File: config.mk
export PLATFORM = sky130hd
export DESIGN_NAME = load_store_unit
export DESIGN_NICKNAME = d
export VERILOG_FILES = /design/src/rtl/mem_pkg.sv /design/src/rtl/load_extend.sv /design/src/rtl/load_store_unit.sv
export SDC_FILE = /design/constraint.sdc
export NUM_CORES = 1
export LEC_CHECK = 0
export BUFFER_PORTS_ARGS = -buffer_cell sky130_fd_sc_hd__buf_2
export CAP_MARGIN = 25
export CORE_MARGIN = 5
export CORE_UTILIZATION = 37
export DETAILED_ROUTE_END_ITERATION = 6
export SYNTH_ARGS = -nofsm -noshare
export SYNTH_HDL_FRONTEND = slang
export SYNTH_HIERARCHICAL = 1
export SYNTH_SLANG_ARGS = --single-unit
export TNS_END_PERCENT = 1
File: constraint.sdc
create_clock -name clk -period 7.8 [get_ports clk]
set_input_delay 0.39 -clock clk [delete_from_list [all_inputs] [get_ports clk]]
set_output_delay 0.39 -clock clk [all_outputs]
set_load 0.02 [all_outputs]
File: src/rtl/mem_pkg.sv
// Memory-operation encodings shared between the instruction decoder and the
// load/store unit, plus the LSU state type and request legality helpers.
package mem_pkg;

  localparam logic [2:0] MEMOP_B  = 3'b000;
  localparam logic [2:0] MEMOP_BU = 3'b001;
  localparam logic [2:0] MEMOP_H  = 3'b010;
  localparam logic [2:0] MEMOP_HU = 3'b011;
  localparam logic [2:0] MEMOP_W  = 3'b100;

  typedef enum logic [1:0] {
    LSU_IDLE,
    LSU_ACCESS,
    LSU_RESP
  } lsu_state_e;

  // Unknown op, unsigned store, or access not naturally aligned.
  function automatic logic memop_illegal(input logic       wr,
                                         input logic [2:0] op,
                                         input logic [1:0] addr_lo);
    logic bad;
    bad = 1'b0;
    if (op > MEMOP_W)                       bad = 1'b1;
    if (wr && op[0])                        bad = 1'b1;
    if (op[2:1] == 2'b01 && addr_lo[0])     bad = 1'b1;
    if (op == MEMOP_W && addr_lo != 2'b00)  bad = 1'b1;
    return bad;
  endfunction

  // Index of the final byte beat for a legal op.
  function automatic logic [1:0] memop_last_beat(input logic [2:0] op);
    logic [1:0] last;
    case (op[2:1])
      2'b00:   last = 2'd0;
      2'b01:   last = 2'd1;
      default: last = 2'd3;
    endcase
    return last;
  endfunction

endpackage

File: src/rtl/load_extend.sv
// Sign/zero extension of assembled little-endian load data by MemOp.
module load_extend
  import mem_pkg::*;
(
  input  logic [2:0]  op_i,
  input  logic [31:0] raw_i,
  output logic [31:0] ext_o
);

  always_comb begin
    case (op_i)
      MEMOP_B:  ext_o = {{24{raw_i[7]}}, raw_i[7:0]};
      MEMOP_BU: ext_o = {24'd0, raw_i[7:0]};
      MEMOP_H:  ext_o = {{16{raw_i[15]}}, raw_i[15:0]};
      MEMOP_HU: ext_o = {16'd0, raw_i[15:0]};
      default:  ext_o = raw_i;
    endcase
  end

endmodule

File: src/rtl/load_store_unit.sv
// Multi-cycle load/store unit: one request at a time, serialised onto a
// byte-wide valid/ready memory port, with extended load data or fault back.
module load_store_unit
  import mem_pkg::*;
#(
  parameter int ADDR_W = 32
) (
  input  logic              clk,
  input  logic              rst,
  input  logic              req_valid,
  output logic              req_ready,
  input  logic              req_wr,
  input  logic [2:0]        req_op,
  input  logic [ADDR_W-1:0] req_addr,
  input  logic [31:0]       req_wdata,
  output logic              rsp_valid,
  output logic [31:0]       rsp_rdata,
  output logic              rsp_fault,
  output logic              busy,
  output logic              mem_valid,
  input  logic              mem_ready,
  output logic              mem_we,
  output logic [ADDR_W-1:0] mem_addr,
  output logic [7:0]        mem_wdata,
  input  logic [7:0]        mem_rdata
);

  lsu_state_e        state_q, state_d;
  logic              wr_q, wr_d;
  logic [2:0]        op_q, op_d;
  logic [31:0]       wdata_q, wdata_d;
  logic [1:0]        beat_q, beat_d;
  logic [1:0]        last_q, last_d;
  logic [31:0]       asm_q, asm_d;
  logic              mem_valid_q, mem_valid_d;
  logic              mem_we_q, mem_we_d;
  logic [ADDR_W-1:0] mem_addr_q, mem_addr_d;
  logic [7:0]        mem_wdata_q, mem_wdata_d;
  logic              rsp_valid_q, rsp_valid_d;
  logic [31:0]       rsp_rdata_q, rsp_rdata_d;
  logic              rsp_fault_q, rsp_fault_d;

  logic              beat_done;
  logic [1:0]        beat_nxt;
  logic [31:0]       asm_merged;
  logic [31:0]       load_ext;

  assign beat_done = mem_valid_q && mem_ready;
  assign beat_nxt  = beat_q + 2'd1;

  // Assembly register with the byte arriving this cycle already merged in, so
  // the response can be registered on the same edge the last beat completes.
  always_comb begin
    asm_merged = asm_q;
    asm_merged[{beat_q, 3'b000} +: 8] = mem_rdata;
  end

  load_extend u_load_extend (
    .op_i  (op_q),
    .raw_i (asm_merged),
    .ext_o (load_ext)
  );

  always_comb begin
    // NOTE: every variable gets a default before the case so no path leaves
    // one unassigned, which would otherwise infer a latch.
    state_d     = state_q;
    wr_d        = wr_q;
    op_d        = op_q;
    wdata_d     = wdata_q;
    beat_d      = beat_q;
    last_d      = last_q;
    asm_d       = asm_q;
    mem_valid_d = mem_valid_q;
    mem_we_d    = mem_we_q;
    mem_addr_d  = mem_addr_q;
    mem_wdata_d = mem_wdata_q;
    rsp_valid_d = 1'b0;
    rsp_rdata_d = 32'd0;
    rsp_fault_d = 1'b0;

    case (state_q)
      LSU_IDLE: begin
        if (req_valid) begin
          wr_d    = req_wr;
          op_d    = req_op;
          wdata_d = req_wdata;
          beat_d  = 2'd0;
          last_d  = memop_last_beat(req_op);
          asm_d   = 32'd0;
          if (memop_illegal(req_wr, req_op, req_addr[1:0])) begin
            state_d     = LSU_RESP;
            rsp_valid_d = 1'b1;
            rsp_fault_d = 1'b1;
          end else begin
            state_d     = LSU_ACCESS;
            mem_valid_d = 1'b1;
            mem_we_d    = req_wr;
            mem_addr_d  = req_addr;
            mem_wdata_d = req_wdata[7:0];
          end
        end
      end
      LSU_ACCESS: begin
        if (beat_done) begin
          if (!wr_q) asm_d = asm_merged;
          if (beat_q == last_q) begin
            state_d     = LSU_RESP;
            mem_valid_d = 1'b0;
            mem_we_d    = 1'b0;
            rsp_valid_d = 1'b1;
            rsp_rdata_d = wr_q ? 32'd0 : load_ext;
          end else begin
            beat_d      = beat_nxt;
            mem_addr_d  = mem_addr_q + ADDR_W'(1);
            mem_wdata_d = wdata_q[{beat_nxt, 3'b000} +: 8];
          end
        end
      end
      default: state_d = LSU_IDLE;
    endcase
  end

  always_ff @(posedge clk) begin
    // NOTE: state registers use non-blocking assignments so every flop samples
    // the pre-edge value of every other flop.
    if (rst) begin
      state_q     <= LSU_IDLE;
      wr_q        <= 1'b0;
      op_q        <= 3'd0;
      wdata_q     <= 32'd0;
      beat_q      <= 2'd0;
      last_q      <= 2'd0;
      asm_q       <= 32'd0;
      mem_valid_q <= 1'b0;
      mem_we_q    <= 1'b0;
      mem_addr_q  <= '0;
      mem_wdata_q <= 8'd0;
      rsp_valid_q <= 1'b0;
      rsp_rdata_q <= 32'd0;
      rsp_fault_q <= 1'b0;
    end else begin
      state_q     <= state_d;
      wr_q        <= wr_d;
      op_q        <= op_d;
      wdata_q     <= wdata_d;
      beat_q      <= beat_d;
      last_q      <= last_d;
      asm_q       <= asm_d;
      mem_valid_q <= mem_valid_d;
      mem_we_q    <= mem_we_d;
      mem_addr_q  <= mem_addr_d;
      mem_wdata_q <= mem_wdata_d;
      rsp_valid_q <= rsp_valid_d;
      rsp_rdata_q <= rsp_rdata_d;
      rsp_fault_q <= rsp_fault_d;
    end
  end

  assign req_ready = (state_q == LSU_IDLE);
  assign busy      = (state_q != LSU_IDLE);
  assign mem_valid = mem_valid_q;
  assign mem_we    = mem_we_q;
  assign mem_addr  = mem_addr_q;
  assign mem_wdata = mem_wdata_q;
  assign rsp_valid = rsp_valid_q;
  assign rsp_rdata = rsp_rdata_q;
  assign rsp_fault = rsp_fault_q;

endmodule
[Word-level counts from Yosys, hierarchy flattened]
Index checks and enable logic that the tools add are counted.
Storage, ports and cells
  register bits after elaboration: 150
  bits in latches: 0
  memory bits (writable): 0
  memory bits (read-only): 0
  bits of input ports: 80
  output and inout bits: 78
  word-level logic and storage cells: 101
  memories: 0
Operators by class
  $add $sub $neg: 3
  multiply operators: 0
  divide/modulo/power cells: 0
  $lt $le $gt $ge: 1
  eq/ne operators: 13
  shifts and indexed selects: 3
  muxes and demuxes: 45
  bitwise logic cells: 4
  reduce and logical (&&, ||, !) cells: 18
Operators by type and width (number)
  $mux W32: 7
  $pmux W32 S2: 2
  $pmux W32 S4: 1
  $add A32 B1 Y32 const B: 1
  $bwmux W32: 1
  $mux W8: 4
  $shift A8 B7 Y32 const A: 1
  $shiftx A32 B6 Y8: 1
  $shiftx A8 B7 Y32: 1
  $mux W1: 16
  $pmux W8 S2: 1
  $mux W2: 7
  $ne A2 B2 Y1 const B: 6
  $pmux W2 S2: 3
  $reduce_and A5 Y1: 2
  $reduce_and A4 Y1: 2
  $neg A5 Y7: 1
  $eq A3 B2 Y1 const B: 2
  $pmux W1 S2: 3
  $reduce_bool A2 Y1: 3
  $reduce_or A5 Y1: 1
  $eq A2 B1 Y1 const B: 2
  $logic_and A1 B1 Y1: 4
  $logic_not A2 Y1: 2
  other kinds (10): 13

[Depth between registers and ports, before layout]
Gate-level depths: netlist (run 1).
  word-level depth: 10
  gate-level depth with buffers: 12
  gate-level depth less buffers: 9

[By module]
The synthesis (run 1) kept the hierarchy.
By module, submodules not included
  load_store_unit: instances 1, cells each 870, area each 6965.4 um2, seq. area each 3002.9 um2
  load_extend: instances 1, cells each 67, area each 361.6 um2, seq. area each 0.0 um2

[Least setup slack after synthesis (run 1)]
Ideal clock, no wire load.
  path type: register -> register
  from: register beat_q[0]
  to: register rsp_rdata_q[15], in the netlist rsp_rdata[15]
  library setup time: 59 ps
  arrival: 2744 ps
  required time: 7741 ps
  slack: 4997 ps
  stages on the path, launching flop included: 13
  path buffers: 4
  cells stage by stage: dfxtp_1 > buf_2 > buf_2 > inv_1 > ha_1 > nor4bb_1 > clkbuf_1 > nand2_1 > o21ai_0 > or4b_4 > buf_6 > nand2_1 > and2_1
On the way
  longest elaborated chain between the ends: 4
  elaborated cells on any way between the ends: 8
  those cells by class: 1 x add/sub; 1 x eq/ne; 2 x shift; 2 x mux; 1 x bitwise; 1 x reduce/logical
RTL lines
  from (decl): RTL line load_store_unit.sv:32  | logic [1:0] beat_q, beat_d;
  from (signal assigned): RTL line load_store_unit.sv:147  | beat_q <= beat_d;
  $neg A5 Y7 (*): RTL line load_store_unit.sv:55  | asm_merged[{beat_q, 3'b000} +: 8] = mem_rdata;
  $shiftx A8 B7 Y32 or $shift A8 B7 Y32 (tied branches): RTL line load_store_unit.sv:55
  $bwmux W32 (*): RTL line load_store_unit.sv:55
  via asm_merged[7]: RTL line load_store_unit.sv:45  | logic [31:0] asm_merged;
  $pmux W32 S4 (*): RTL line load_extend.sv:11  | case (op_i)
  via load_ext[15]: RTL line load_store_unit.sv:46  | logic [31:0] load_ext;
  to (signal assigned): RTL line load_store_unit.sv:155  | rsp_rdata_q <= rsp_rdata_d;
  to (decl): RTL line load_store_unit.sv:40  | logic [31:0] rsp_rdata_q, rsp_rdata_d;
Mark *: on every way through the listed nets, which the timed path passes. The rest lies on a longest branch.
A chain may end at the register's enable or synchronous reset.

[Worst setup path in the final report (run 1)]
Ends and elaborated chain as after synthesis.

==> impl_metrics.json, run 1 <==
{
  "antenna_found_initial": 0,
  "cp_top_family": "simple AND/OR/NAND/NOR gates",
  "critical_path.most_common_cell": "nand2_1",
  "status": "complete, no violations",
  "r2r_start": "beat_q[0]",
  "yosysTopAreaCell": "dfxtp_1",
  "slowest_delay_ps": 870,
  "synth_area_sq_um": 7330,
  "die_x_um": 151,
  "powerDensity_nw_per_um2": 209,
  "clock_power_share_pct": 42.2,
  "yosys_warnings": 6,
  "holdBufCountCts": 0,
  "drive_gt1_share_pct": 22.0,
  "layout.cells.non_filler": 1322,
  "cts_resized": 0,
  "wire_per_inst_um": 15.7,
  "first_pass_iters": 5,
  "ys_seq_elements": 150,
  "worst_slack_ps": 4570,
  "drt-initial-drc-count": 437,
  "syn_avg_cell_area_sq_um": 7.82,
  "ys_async_sr_fraction_pct": 0,
  "grt_pass1_wl_um": 33600,
  "syn-num-nets": 1023,
  "vias": 6895,
  "cts_root_buf": "clkbuf_16",
  "rsz0062_at_grt": "false",
  "vdd_drop_max_v": 0.000135,
  "hp-start": "req_wdata[23]",
  "cts_max_level": 4,
  "crit_fanout": 18,
  "path_class": "register to register",
  "switching_share_pct": 28.8,
  "yosysSeqAreaShare_pct": 41.0,
  "ys.flop_type": "dfxtp_1",
  "arrival_ps": 3590,
  "clk_latency_ps": 420,
  "seqPwrFrac_pct": 45.1,
  "crit_start": "beat_q[0]",
  "slowest_stage": "dfxtp_1",
  "coreArea_sq_um": 19500,
  "min_path_type": "input pin to register",
  "cts-buffers-inserted": 17,
  "dp_hpwl_um": 14100,
  "ios": 158,
  "max_cap_viol_count": 0,
  "post-place-ws_ps": 4560,
  "grt_pass1_vias": 6538,
  "syn_inst": 937,
  "vias_per_cell": 5.22,
  "drc": 0,
  "antenna_left": 0,
  "cp.required_ps": 8160,
  "setup_viol": 0,
  "final.setup.tns_ps": 0,
  "fmax_mhz": 310,
  "slew_headroom_pct": 39.2,
  "cp-start-kind": "register",
  "die-area_sq_um": 22700,
  "synth_edf_count": 0,
  "cp_cell_sequence": "inv_1, ha_1, nor4bb_1, buf_4, nand2_1, o21ai_0, or4b_4, nand2_1, and2_1",
  "die_y_um": 151,
  "synth_top_area_share_pct": 41.0,
  "ys_top_cells_by_area": "dfxtp_1 41%, nand2_1 12%, a21oi_1 7.4%",
  "gp_congestion": 0.797,
  "p_leak_nw": 3.49,
  "period_minus_slack_ps": 3230,
  "maxSlewViolCount": 0,
  "area_growth_pct": 19.3,
  "clock_skew_ps": 11.2,
  "io_buffer_count": 157,
  "p_int_mw": 1.30,
  "clk_pin_slew_ps": 70,
  "finalCritPeriodShare_pct": 41.4,
  "start_util_pct": 37.6,
  "layout_commonest_cell": "nand2_1",
  "p_comb_share_pct": 12.6,
  "cts_sinks": 150,
  "row_count": 51,
  "crit_buf_inv": 2,
  "synth.distinct_cells": 66,
  "overflow": 0,
  "worst_slew_pin_slew_ps": 909,
  "dpl-instance-area_sq_um": 8190,
  "fin_area_sq_um": 8740,
  "post_cts_buffers": 0,
  "dp_cells": 1290,
  "cts_tree": "done",
  "switchingPower_mw": 0.526,
  "finish.utilization_pct": 44.9,
  "finalHoldViolCount": 0,
  "final_nets": 1130,
  "cts_buffer_depth": 2,
  "end_kind": "register",
  "final_cell_mix": "230 x nand2_1, 156 x buf_2, 150 x dfxtp_1",
  "n_antenna_cell": 0,
  "wl_um": 20800,
  "grt_usage_pct": 18.3,
  "grt_max_degree": 66
}
## cells in the mapped netlist, types with 3 or more instances
cell        n
nand2_1   230
dfxtp_1   150
a21oi_1   109
o21ai_0    70
clkbuf_1   45
inv_1      36
and2_1     33
nand3b_1   24
nor2_1     23
nand3_1    20
buf_2      15
nor3_1     15
nand2b_1   11
a311oi_1    9
buf_4       9
nand4_1     9
o32ai_1     9
a211o_1     8
a211oi_1    8
mux4_2      8
o31a_1      8
and3_1      6
buf_1       6
ha_1        6
and4_1      5
buf_6       3
clkbuf_2    3
o21a_1      3
## worst min-delay path: cells and delay by family
family | cells | cell delay [ps]
simple gates | 1 | 40
compound gates | 1 | 50
buf+inv | 1 | 100
## flip-flops by register name, summed over array words and instances (netlist names), 2 cells and up
register / flops
state_q: 2
beat_q: 2
rsp_rdata: 32
op_q: 3
last_q: 2
asm_q: 32
wdata_q: 32
mem_addr: 32
mem_wdata: 8
## final timing paths
kind / endpoint / slack (ps) / cells after the start
setup reg to reg: rsp_rdata[15] / 4570 / 9
setup / recovery: rsp_rdata[15] / 4570 / 9
hold reg to reg: asm_q[7] / 450 / 2
hold / removal: wdata_q[23] / 200 / 3
## power groups by stage
stage | Sequential [mW] | Combinational, mW | Clock [mW]
3_5_place_dp | 0.842 | 0.232 | 0
2_1_floorplan | 0.848 | 0.152 | 0
6_report | 0.825 | 0.231 | 0.772
3_3_place_gp | 0.842 | 0.231 | 0
5_1_grt | 0.829 | 0.258 | 0.830
4_1_cts | 0.825 | 0.233 | 0.794
## routing by layer
| layer | up-vias | wire, um | global-route usage, % |
|---|---|---|---|
| li1 | 3454 | - | - |
| met2 | 216 | 9120 | 27.4 |
| met5 | - | 0 | 0 |
| met4 | 0 | 441 | 6.07 |
| met3 | 32 | 1330 | 4.76 |
| met1 | 3193 | 9890 | 25.6 |
## metrics by stage
stage                     power, mW  hold WS [ps]
after global routing           1.92           183
after global placement         1.07           438
after CTS                      1.85           186
after detailed placement       1.07           444
final                          1.83           202
after floorplan                1.00           432
## cell families (layout without fill, tap and decap cells)
| logic type | after synthesis | after routing | synth area share (%) |
|---|---|---|---|
| and+or+nand+nor | 399 | 399 | 26.7 |
| AOI/OAI and AO/OA | 252 | 252 | 20.9 |
| DFF | 150 | 150 | 41.0 |
| buffers and inverters | 117 | 237 | 7.07 |
| muxes | 11 | 11 | 3.06 |
| adders and majority gates | 6 | 6 | 1.02 |
| xor gates and xnor gates | 2 | 2 | 0.239 |
## final cells by class
class,count,area [sq um]
fillers,2024,10700
multi-input cells,670,3820
flip-flops and latches,150,3000
repair buffers,169,898
clock buffers,18,439
well taps,265,332
inverters,36,135
clock inverters,14,114
Note: power is estimated with default switching activity, not from simulation.
==> inputs of run 2 (changes only) <==
Clock period 7.8 ns to 3.21 ns, I/O delays scaled along.
==> run 2 against run 1 <==
Net effect: register-to-register slack worse by 3800 ps; largest power group is now clock; routed wire length up 3.6%; sequential share of layout area down 1.6 points; flip-flop and latch count unchanged; core utilization up 2.2 points; power rose to 2.6 times the previous value; worst setup slack worse by 3800 ps; combinational power rose to 2.6 times the previous value; via count up 2.2%.
==> impl_metrics.json, run 2 (same netlist as run 1, synthesis figures left out) <==
{
  "cts_resized": 0,
  "min_path_type": "input pin to register",
  "finalHoldViolCount": 0,
  "coreArea_sq_um": 19500,
  "powerDensity_nw_per_um2": 511,
  "final_nets": 1172,
  "status": "complete, no violations",
  "slowest_delay_ps": 600,
  "critical_path.most_common_cell": "nand2_1",
  "fillCellCount": 1943,
  "cts-buffers-inserted": 17,
  "first_pass_iters": 6,
  "maxSlewViolCount": 0,
  "crit_fanout": 9,
  "r2r_cells": 9,
  "routed.top_layer": "met4",
  "cp_top_family": "simple AND/OR/NAND/NOR gates",
  "drive_gt1_share_pct": 21.9,
  "die_y_um": 151,
  "finalCritPeriodShare_pct": 75.6,
  "antenna_left": 0,
  "wl_um": 21500,
  "slowest_stage": "or4b_4",
  "fmax_mhz": 412,
  "die-area_sq_um": 22700,
  "drc": 0,
  "hp-start": "req_op[1]",
  "clk_latency_ps": 430,
  "clock_skew_ps": 9.06,
  "io_buffer_count": 157,
  "cp_cell_sequence": "inv_1, ha_1, nor4bb_1, buf_4, nand2_1, o21ai_0, or4b_4, nand2_1, and2_1",
  "cts_buffer_depth": 2,
  "cp-start-kind": "register",
  "start_util_pct": 37.6,
  "r2r_setup_slack_ps": 780,
  "ff_latch_area_sq_um": 3000,
  "drt-initial-drc-count": 477,
  "grt_pass1_wl_um": 34300,
  "end_kind": "register",
  "multiInputGateArea_sq_um": 3820,
  "setup_viol": 0,
  "overflow": 0,
  "antenna_found_initial": 0,
  "cts_sinks": 150,
  "rsz0062_at_grt": "false",
  "crit_buf_inv": 2,
  "vias": 7045,
  "max_cap_viol_count": 0,
  "grt_pass1_vias": 6557,
  "r2r_start": "beat_q[1]",
  "p_leak_nw": 3.70,
  "drt-met1-wl_um": 10200,
  "period_minus_slack_ps": 2430,
  "grt_max_degree": 65,
  "worst_slew_pin_slew_ps": 943,
  "arrival_ps": 2800,
  "min_path_cells": 3,
  "cts_root_buf": "clkbuf_16",
  "wire_per_inst_um": 15.8,
  "row_count": 51,
  "met2_wirelength_um": 9840,
  "dp_hpwl_um": 14800,
  "cp.required_ps": 3580,
  "path_class": "register to register",
  "n_antenna_cell": 0,
  "r2r_end": "rsp_rdata[15]",
  "wl_met3_um": 1180,
  "vias_per_cell": 5.16,
  "grt_usage_pct": 18.8,
  "vdd_drop_max_v": 0.000346,
  "clk_pin_slew_ps": 60,
  "final_cell_mix": "230 x nand2_1, 156 x buf_2, 150 x dfxtp_1",
  "slew_headroom_pct": 37.0,
  "gp_congestion": 0.833,
  "cts_max_level": 4,
  "hold_path_end": "op_q[1]",
  "final.setup.tns_ps": 0,
  "die_x_um": 151,
  "cts_tree": "done",
  "crit_start": "beat_q[1]",
  "ios": 158,
  "hold_slack_ps": 24.8,
  "area_growth_pct": 25.2,
  "layout_commonest_cell": "nand2_1"
}
run 2: changes by cell type in the layout (fill, tap and decap cells not counted), moves of 2 or more:
cell and change:
clkinvlp_4 -2, dlygate4sd3_1 +34, clkinv_4 -2, buf_4 +9
bufinv_16 +2, inv_8 +4
run 2: layout make-up:
cell class	instances	area share, %
clock buffers	17	4.64
clock inverters	15	1.98
inverters	36	1.47
multi-input cells	670	41.6
flip-flops and latches	150	32.7
well taps	265	3.62
repair buffers	211	13.9
run 2: metrics by stage:
step                utilization, %  worst slack [ps]  instances  power [mW]  instance area, sq um
global placement              42.3               892       1298        2.61                  8220
finish                        47.1               782       1364        4.69                  9170
global route                  47.1               591       1364        4.89                  9170
floorplan                        -               407        937        2.43                  7330
CTS                           47.1               769       1364        4.73                  9170
detailed placement            42.3               793       1298        2.62                  8220
run 2: layer usage:
metal	global-route usage (%)	up-vias
li1	-	3544
met1	26.0	3293
met2	29.2	184
met3	4.06	24
met4	6.39	0
met5	0	-
run 2: repair_timing:
action                                 in CTS  in global routing
endpoints found under the hold margin      36                  0
buffers inserted                            0                  0
hold buffers                               34                  0
run 2: worst max path at each step:
stage,end,slack (ps),depth (start not counted)
2_1_floorplan,rsp_rdata[15],410,12
3_3_place_gp,rsp_rdata[11],890,9
3_5_place_dp,rsp_rdata[10],790,9
4_1_cts,rsp_rdata[15],770,9
5_1_grt,rsp_rdata[8],590,9
6_report,rsp_rdata[15],780,9
run 2: power by group:
| group | switching, mW | total (mW) | internal (mW) |
|---|---|---|---|
| combinational | 0.363 | 0.597 | 0.234 |
| clock | 0.897 | 2.08 | 1.19 |
| sequential | 0.0773 | 2.01 | 1.93 |
| total | 1.34 | 4.69 | 3.35 |
run 2: worst min-delay path: cells and delay by family:
kind | cells | cell delay [ps]
compound gates | 1 | 50
buf+inv | 1 | 130
simple gates | 1 | 60
==> inputs of run 3 (changes only) <==
Settings changed: ABC_AREA set to 1.
Clock period 3.21 ns to 2.5 ns, I/O delays scaled along.
==> run 3 against run 2 <==
Net effect: worst hold slack got worse by 7.5 ps; worst setup slack got worse by 470 ps; largest cell class unchanged; cell count rose by 16%.
==> impl_metrics.json, run 3 <==
{
  "drc": 0,
  "holdBufCountCts": 27,
  "period_minus_slack_ps": 2190,
  "start_util_pct": 37.5,
  "yosysMostFrequentCell": "nand2_1",
  "fillCellCount": 2109,
  "rsz0062_at_grt": "false",
  "crit_buf_inv": 2,
  "cts-buffers-inserted": 17,
  "hp-start": "req_addr[6]",
  "die-area_sq_um": 23500,
  "ys_async_sr_fraction_pct": 0,
  "syn-num-nets": 1241,
  "clk_latency_ps": 430,
  "syn_avg_cell_area_sq_um": 6.57,
  "r2r_setup_slack_ps": 310,
  "netlist_top_cells_count": "242 x nand2_1, 179 x nor2_1, 150 x dfxtp_1",
  "ys_seq_elements": 150,
  "syn_inst": 1155,
  "gr-max-usage-layer": "met2",
  "dp_cells": 1524,
  "antenna_left": 0,
  "r2r_end": "rsp_rdata[30]",
  "gp_congestion": 0.858,
  "grt_usage_pct": 18.5,
  "gr-usage-met2_pct": 28.0,
  "coreArea_sq_um": 20200,
  "r2r_start": "beat_q[0]",
  "first_pass_iters": 5,
  "status": "complete, no violations",
  "synth_top_area_share_pct": 39.5,
  "vias_per_cell": 4.86,
  "power.total_mw": 6.67,
  "clk_pin_slew_ps": 70,
  "cp_cell_sequence": "buf_4, ha_1, nand3_1, o22ai_1, nand3_4, nand3_1, inv_1, nor2_1",
  "vias": 7699,
  "final_nets": 1386,
  "grt_pass1_vias": 7111,
  "vdd_drop_max_v": 0.000428,
  "slew_headroom_pct": 58.0,
  "drt-initial-drc-count": 460,
  "cts_tree": "done",
  "final.setup.tns_ps": 0,
  "r2r_cells": 8,
  "die_y_um": 153,
  "grt_max_degree": 71,
  "drive_gt1_share_pct": 17.7,
  "slowest_delay_ps": 390,
  "min_path_type": "input pin to register",
  "met1_usage_pct": 26.1,
  "ys_top_cells_by_area": "dfxtp_1 40%, nand2_1 12%, nor2_1 8.8%",
  "layout_commonest_cell": "nand2_1",
  "wl_um": 22200,
  "grtUsageMet3_pct": 3.76,
  "path_class": "register to register",
  "overflow": 0,
  "hold_path_end": "mem_addr[6]",
  "cts_sinks": 150,
  "area_growth_pct": 23.5,
  "grt_pass1_wl_um": 36000,
  "crit_start": "beat_q[0]",
  "cts_buffer_depth": 2,
  "clock_skew_ps": 12.0,
  "powerDensity_nw_per_um2": 711,
  "maxSlewViolCount": 0,
  "hold_slack_ps": 17.4,
  "cp-start-kind": "register",
  "cts_root_buf": "clkbuf_16",
  "min_path_cells": 5,
  "p_leak_nw": 3.92,
  "critical_path.most_common_cell": "nand3_1",
  "synth.distinct_cells": 32,
  "slowest_stage": "o22ai_1",
  "cts_max_level": 4,
  "post_cts_buffers": 0,
  "die_x_um": 153,
  "worst_slew_pin_slew_ps": 628,
  "synth_edf_count": 0,
  "yosysSeqAreaShare_pct": 39.5,
  "yosysTopAreaCell": "dfxtp_1",
  "finalCritPeriodShare_pct": 87.4,
  "layout.cells.non_filler": 1584,
  "ios": 158,
  "antenna_found_initial": 1,
  "cts_resized": 0,
  "row_count": 52,
  "max_cap_viol_count": 0,
  "dp_hpwl_um": 15600,
  "io_buffer_count": 157,
  "ys.flop_type": "dfxtp_1",
  "end_kind": "register",
  "finish.utilization_pct": 46.3,
  "finalHoldViolCount": 0,
  "yosys_warnings": 6,
  "arrival_ps": 2530,
  "cp.required_ps": 2850,
  "cp_top_family": "simple AND/OR/NAND/NOR gates",
  "synth_area_sq_um": 7590,
  "setup_viol": 0,
  "final_cell_mix": "242 x nand2_1, 179 x nor2_1, 157 x buf_2",
  "fmax_mhz": 457,
  "crit_fanout": 36,
  "wire_per_inst_um": 14.0
}
## run 3: cell count changes in the layout (fill, tap and decap cells not counted), sizes merged, moves of 19 or more
| cell | before | now |
|---|---|---|
| o22ai | 1 | 27 |
| nand3b | 24 | 5 |
| nor2 | 23 | 195 |
| inv | 47 | 132 |
| o21ai | 71 | 135 |
| nand3 | 22 | 62 |
| and2 | 33 | 0 |
## run 3: worst register-to-register path, delay by kind of cell, from the launching register on
kind / cells / cell delay, ps
AO/OA/AOI/OAI: 1 / 390
adder cells (fa/ha/maj): 1 / 240
buffers and inverters: 2 / 400
flip-flops: 1 / 330
AND/OR/NAND/NOR: 4 / 760
## run 3: final cells by class
cell class                 instances  area, sq um  area share (%)
clock buffer                      18          429            4.58
sequential                       150         3000            32.0
inverter                         124          465            4.96
multi-input combinational        804         3730            39.8
timing repair buffer             203         1220            13.1
clock inverter                    14          186            1.99
antenna                            1         2.50          0.0267
tap                              270          338            3.60
## run 3: logic make-up after synthesis
group,Yosys count,share of synthesized area (%)
simple gates,518,28.3
flops,150,39.5
compound gates,278,19.4
buf+inv,201,11.5
fa+ha+maj,6,0.989
xor+xnor,2,0.330
## run 3: stage by stage
step,setup slack (ps),cell area (sq um)
final,314,9380
after global routing,103,9380
after CTS,311,9370
after detailed placement,316,8490
after global placement,436,8490
after floorplan,49.0,7590
## run 3: routing by layer
layer  vias to the layer above  share of wire [%]
li1                       3998                  -
met1                      3467                 49
met2                       203                 44
met3                        31                5.2
met4                         0                2.2
met5                         -                  0
## run 3: worst max path at each step
stage / end / slack (ps) / cells after the start
2_1_floorplan: rsp_rdata[25] / 50 / 13
3_3_place_gp: rsp_rdata[28] / 440 / 8
3_5_place_dp: rsp_rdata[30] / 320 / 8
4_1_cts: rsp_rdata[30] / 310 / 8
5_1_grt: rsp_rdata[30] / 100 / 8
6_report: rsp_rdata[30] / 310 / 8
## run 3: report_power, final
group,switching (mW),total (mW),internal [mW]
registers,0.141,2.71,2.57
logic,0.795,1.24,0.441
clock network,1.12,2.72,1.61
